<file path="src/rtl/cartram_dump.sv">
// cartram_dump: answers HPS ioctl upload reads with bytes fetched from cart RAM,
// tracks whether cart RAM changed since the last complete dump, and raises an
// upload request when a save is asked for while the RAM is dirty.
module cartram_dump #(
  parameter int unsigned ADDR_W       = 13,
  parameter int unsigned RD_LATENCY   = 1,
  parameter logic [7:0]  UPLOAD_INDEX = 8'h01
) (
  input  logic              CLK_SYS,
  input  logic              RESB,
  input  logic              IOCTL_UPLOAD,
  input  logic [7:0]        IOCTL_INDEX,
  input  logic              IOCTL_RD,
  input  logic [24:0]       IOCTL_ADDR,
  output logic [7:0]        IOCTL_DIN,
  output logic              IOCTL_WAIT,
  output logic              IOCTL_UPLOAD_REQ,
  input  logic              SAVE_REQ,
  input  logic              CART_RAM_WR,
  output logic [ADDR_W-1:0] RAM_ADDR,
  output logic              RAM_RD,
  input  logic [7:0]        RAM_DATA,
  output logic              DUMP_ACTIVE,
  output logic              RAM_DIRTY
);

  typedef enum logic [1:0] {IDLE, FETCH, WAITD} state_t;

  localparam logic [1:0] LAT_INIT = 2'(RD_LATENCY - 1);

  state_t            state_q;
  logic [1:0]        lat_q;
  logic [7:0]        din_q;
  logic              wait_q;
  logic              upreq_q;
  logic [ADDR_W-1:0] ram_addr_q;
  logic              ram_rd_q;
  logic              active_q;
  logic              dirty_q;

  logic              sel;
  logic              in_range;
  logic              last_byte;
  logic              dirty_d;

  // Decode upload target and address range; compute dirty flag next state
  always_comb begin
    sel       = IOCTL_UPLOAD && (IOCTL_INDEX == UPLOAD_INDEX);
    in_range  = (IOCTL_ADDR >> ADDR_W) == '0;
    // Completion of the top byte only counts when the fetch is not being aborted
    last_byte = (state_q == WAITD) && sel && (lat_q == '0) && (ram_addr_q == '1);
    dirty_d   = dirty_q;
    if (last_byte) dirty_d = 1'b0;
    // A CPU write in the same cycle as the final byte keeps the RAM dirty
    if (CART_RAM_WR) dirty_d = 1'b1;
  end

  // Fetch FSM with registered outputs, dirty tracking and save-request pulse
  always_ff @(posedge CLK_SYS or negedge RESB) begin
    if (!RESB) begin
      state_q    <= IDLE;
      lat_q      <= '0;
      din_q      <= '0;
      wait_q     <= 1'b0;
      upreq_q    <= 1'b0;
      ram_addr_q <= '0;
      ram_rd_q   <= 1'b0;
      active_q   <= 1'b0;
      dirty_q    <= 1'b0;
    end else begin
      active_q <= sel;
      dirty_q  <= dirty_d;
      upreq_q  <= SAVE_REQ && dirty_q && !sel;
      ram_rd_q <= 1'b0;
      unique case (state_q)
        IDLE: begin
          if (IOCTL_RD && sel) begin
            if (in_range) begin
              ram_addr_q <= IOCTL_ADDR[ADDR_W-1:0];
              wait_q     <= 1'b1;
              state_q    <= FETCH;
            end else begin
              din_q <= 8'hFF;
            end
          end
        end
        FETCH: begin
          if (!sel) begin
            wait_q  <= 1'b0;
            state_q <= IDLE;
          end else begin
            ram_rd_q <= 1'b1;
            lat_q    <= LAT_INIT;
            state_q  <= WAITD;
          end
        end
        WAITD: begin
          if (!sel) begin
            wait_q  <= 1'b0;
            state_q <= IDLE;
          end else if (lat_q != '0) begin
            lat_q <= lat_q - 2'd1;
          end else begin
            din_q   <= RAM_DATA;
            wait_q  <= 1'b0;
            state_q <= IDLE;
          end
        end
        default: state_q <= IDLE;
      endcase
    end
  end

  assign IOCTL_DIN        = din_q;
  assign IOCTL_WAIT       = wait_q;
  assign IOCTL_UPLOAD_REQ = upreq_q;
  assign RAM_ADDR         = ram_addr_q;
  assign RAM_RD           = ram_rd_q;
  assign DUMP_ACTIVE      = active_q;
  assign RAM_DIRTY        = dirty_q;

endmodule

</file>
<file path="config.mk">
export PLATFORM = sky130hd
export DESIGN_NAME = cartram_dump
export DESIGN_NICKNAME = d
export VERILOG_FILES = /design/src/rtl/cartram_dump.sv
export SDC_FILE = /design/constraint.sdc
export NUM_CORES = 1
export LEC_CHECK = 0
export CAP_MARGIN = 5
export CORE_MARGIN = 5
export CORE_UTILIZATION = 36
export DETAILED_ROUTE_END_ITERATION = 6
export PLACE_DENSITY = 0.72
export SLEW_MARGIN = 15
export SYNTH_ARGS = -nofsm -noshare
export SYNTH_HDL_FRONTEND = slang
export SYNTH_SLANG_ARGS = --single-unit
</file>
<file path="constraint.sdc">
create_clock -name CLK_SYS -period 1.9 [get_ports CLK_SYS]
set_input_delay 0.19 -clock CLK_SYS [delete_from_list [all_inputs] [get_ports CLK_SYS]]
set_output_delay 0.19 -clock CLK_SYS [all_outputs]
set_load 0.01 [all_outputs]
</file>
==> impl_metrics.toml <==
[run_status]
status = "complete, no violations"

[synthesis]
synth-seq-cells = 30
synth_ff_type = "dfrtp_1"
ys_async_sr_fraction_pct = 100
syn-mean-instance-area_um2 = 11.4
synth_warnings = 0
synthDominantCellAreaShare_pct = 49.3
synth_edf_count = 0
ys_top_cells_by_area = "dfrtp_1 (49%), mux2_4 (9.9%), ha_1 (4.1%), o22a_1 (2.9%), o22ai_1 (2.9%)"
ys_seq_area_share_pct = 49.3
synth_top_area_cell = "dfrtp_1"
netlist_area_um2 = 1520
syn-num-nets = 186
synth_cell_types = 35
synth_cells = 134

[layout]
nNetsFinal = 278
drive_gt1_share_pct = 24.3
n_antenna_cell = 0
fin_util_pct = 64.3
area_delta_synth_final_pct = 71.1

[clocking]
cts_tree = "done"
clock-sinks = 30
clock_latency_ns = 0.27
htree_num_levels = 2
cts_buffers = 5
cts_root_buffer = "clkbuf_8"
clkTransAtPathRegs_ns = 0.06
clock_path_buffers = 2
cts_hold_buffers = 0

[worst_setup_path]
crit_chain = "dlygate4sd2_1, or3b_4, or3_4, nor3_4, nand2_4, buf_12, mux2_4"
path_depth = 7
critPathTopFamily = "simple AND/OR/NAND/NOR gates"
cp-start-kind = "primary input"
slowest_delay_ns = 0.40
arrival_ns = 2.02
reg2reg_depth = 7
cp_max_fo = 7
cp_slowest_cell = "or3_4"
end_kind = "flip-flop"
cp.required_ns = 2.05
critPathKind = "in2reg"
worst-path-buf-inv = 2

[routing]
vias_per_cell = 5.18
wl_per_cell_um = 16.0
drt_iter0_markers = 95
ant_nets = 0
vias = 1430
routed_wl_mm = 4.42
firstDrtPassIters = 4
drc = 0

[grt]
grt.busiest_layer = "met2"
grt_pass1_vias = 1554
grt_use_met2_pct = 27.8
grt_max_degree = 31
grt_pass1_wl_mm = 6.98
grt_use_met1_pct = 19.2
antenna_found_initial = 0
grt-ovfl-total = 0
use_met3_pct = 5.74
grt_use_total_pct = 16.5

[timing]
slew_viol_final = 0
maxSlewHeadroom_pct = 69.7
final-hold-violation-count = 0
period_needed_ns = 1.87
tightest_slew_ns = 0.450
max_freq_mhz = 535
finalSetupViolations = 0
rsz0062_at_grt = "true"
post-route-period-util_pct = 98.4
hold_slack_ns = 0.309
clock_skew_ns = 0.00576

[die]
fp.dieW_um = 75.1
core_um2 = 4060
fp.dieArea_um2 = 5630
ios = 73
initial_core_util_pct = 37.6
fp-row-count = 23
die_h_um = 75.1

[power_and_ir_drop]
p_leak_uw = 0.00115
powerDensity_nw_per_um2 = 483
vdd_drop_max_uv = 370

[placed_design]
dpl.hpwl_mm = 3.40
numPortBuffers = 72
place.gp.congestion = 0.876

[flow_run]
max-cap-violations = 0

[hold_path]
hold_class = "in2async"
[where the power goes]
part | switching (uW) | internal [uW] | total, uW
combinational | 48.6 | 104 | 152
sequential | 3.02 | 646 | 649
clock | 208 | 251 | 459
total | 259 | 1000 | 1260
[routing by layer]
metal	up-vias	part of all wire (%)
met3	11	9.6
met5	-	0
met2	65	47
met4	0	2.2
li1	676	-
met1	678	41
[cells by family after synthesis]
| kind of cell | synth area share [%] |
|---|---|
| AOI/OAI and AO/OA | 15.2 |
| and+or+nand+nor | 13.5 |
| DFF | 49.3 |
| buffers and inverters | 5.25 |
| muxes | 12.7 |
| adders and majority gates | 4.11 |
[final timing paths]
path | from | endpoint | slack, ns
worst min register to register | lat_q[0] | lat_q[0] | 0.50
worst min-delay path | RESB | IOCTL_DIN[7] | 0.31
worst max-delay path | IOCTL_INDEX[3] | RAM_ADDR[5] | 0.03
min in group CLK_SYS | CART_RAM_WR | RAM_DIRTY | 0.48
worst max register to register | state_q[0] | IOCTL_DIN[2] | 0.13
max in group asynchronous | RESB | RAM_ADDR[3] | 1.30
[cells in the mapped netlist (2+ instances only)]
cell / instances
a21oi_1: 7
a22o_1: 3
a31oi_1: 3
and3_1: 3
buf_6: 2
clkbuf_1: 2
dfrtp_1: 30
ha_1: 5
inv_1: 11
mux2_2: 3
mux2_4: 10
nand2_1: 5
nand2b_1: 3
nand3_1: 2
nand4_1: 4
nor2_1: 4
nor4_1: 6
o21ai_0: 3
o22a_1: 5
o22ai_1: 7
o31ai_1: 2
[state kept, by name, indices dropped and copies added, names as in the netlist]
signal,count
RAM_ADDR,13
IOCTL_DIN,8
lat_q,2
state_q,2
DUMP_ACTIVE,1
IOCTL_UPLOAD_REQ,1
IOCTL_WAIT,1
RAM_DIRTY,1
RAM_RD,1
[placed cells by master (no fill, tap or decap), types with 2 or more instances in the layout]
master / count
clkdlybuf4s50_1: 65
dfrtp_1: 30
buf_4: 15
inv_1: 11
mux2_4: 10
o22ai_1: 7
a21oi_1: 6
nand2_1: 5
o22a_1: 5
clkbuf_8: 5
nand4_1: 4
nor2_1: 4
nand2b_1: 3
o21ai_0: 3
a22o_1: 3
a31oi_1: 3
mux2_2: 3
ha_1: 3
dlygate4sd2_1: 3
buf_2: 3
and3_1: 2
nor4_2: 2
nor4_4: 2
nor4_1: 2
ha_2: 2
clkbuf_1: 2
[what timing repair did]
action	CTS	global route
cloned	1	0
pin swaps	5	3
resized for setup	20	13
setup endpoints to repair	26	21
setup buffers	2	0
[worst reg2reg max path, cell delays in order, from the launching register on]
cell     delay [ns]
dfrtp_1        0.43
inv_1          0.12
ha_2           0.33
nor2b_1        0.13
a41oi_1        0.24
a21oi_2        0.06
buf_4          0.16
o22a_1         0.19
[per-stage QoR]
stage / setup TNS (ns) / instance area [um2] / total power [uW] / cells / setup WS [ns]
2_1_floorplan: -1.40 / 1530 / 679 / 134 / -0.124
3_3_place_gp: -11.58 / 2400 / 807 / 266 / -0.476
3_5_place_dp: -12.57 / 2400 / 811 / 266 / -0.525
4_1_cts: 0 / 2530 / 1270 / 276 / 0.00612
5_1_grt: -0.0513 / 2610 / 1310 / 276 / -0.0185
6_report: 0 / 2610 / 1260 / 276 / 0.0308
[final cells by class]
| cell class | instances | area, um2 |
|---|---|---|
| clock buffers | 7 | 76.3 |
| repair buffers | 90 | 873 |
| well taps | 50 | 62.6 |
| flip-flops and latches | 30 | 751 |
| multi-input cells | 87 | 800 |
| inverters | 12 | 45.0 |
| fillers | 301 | 1450 |
Note: power is estimated with default switching activity, not from simulation.
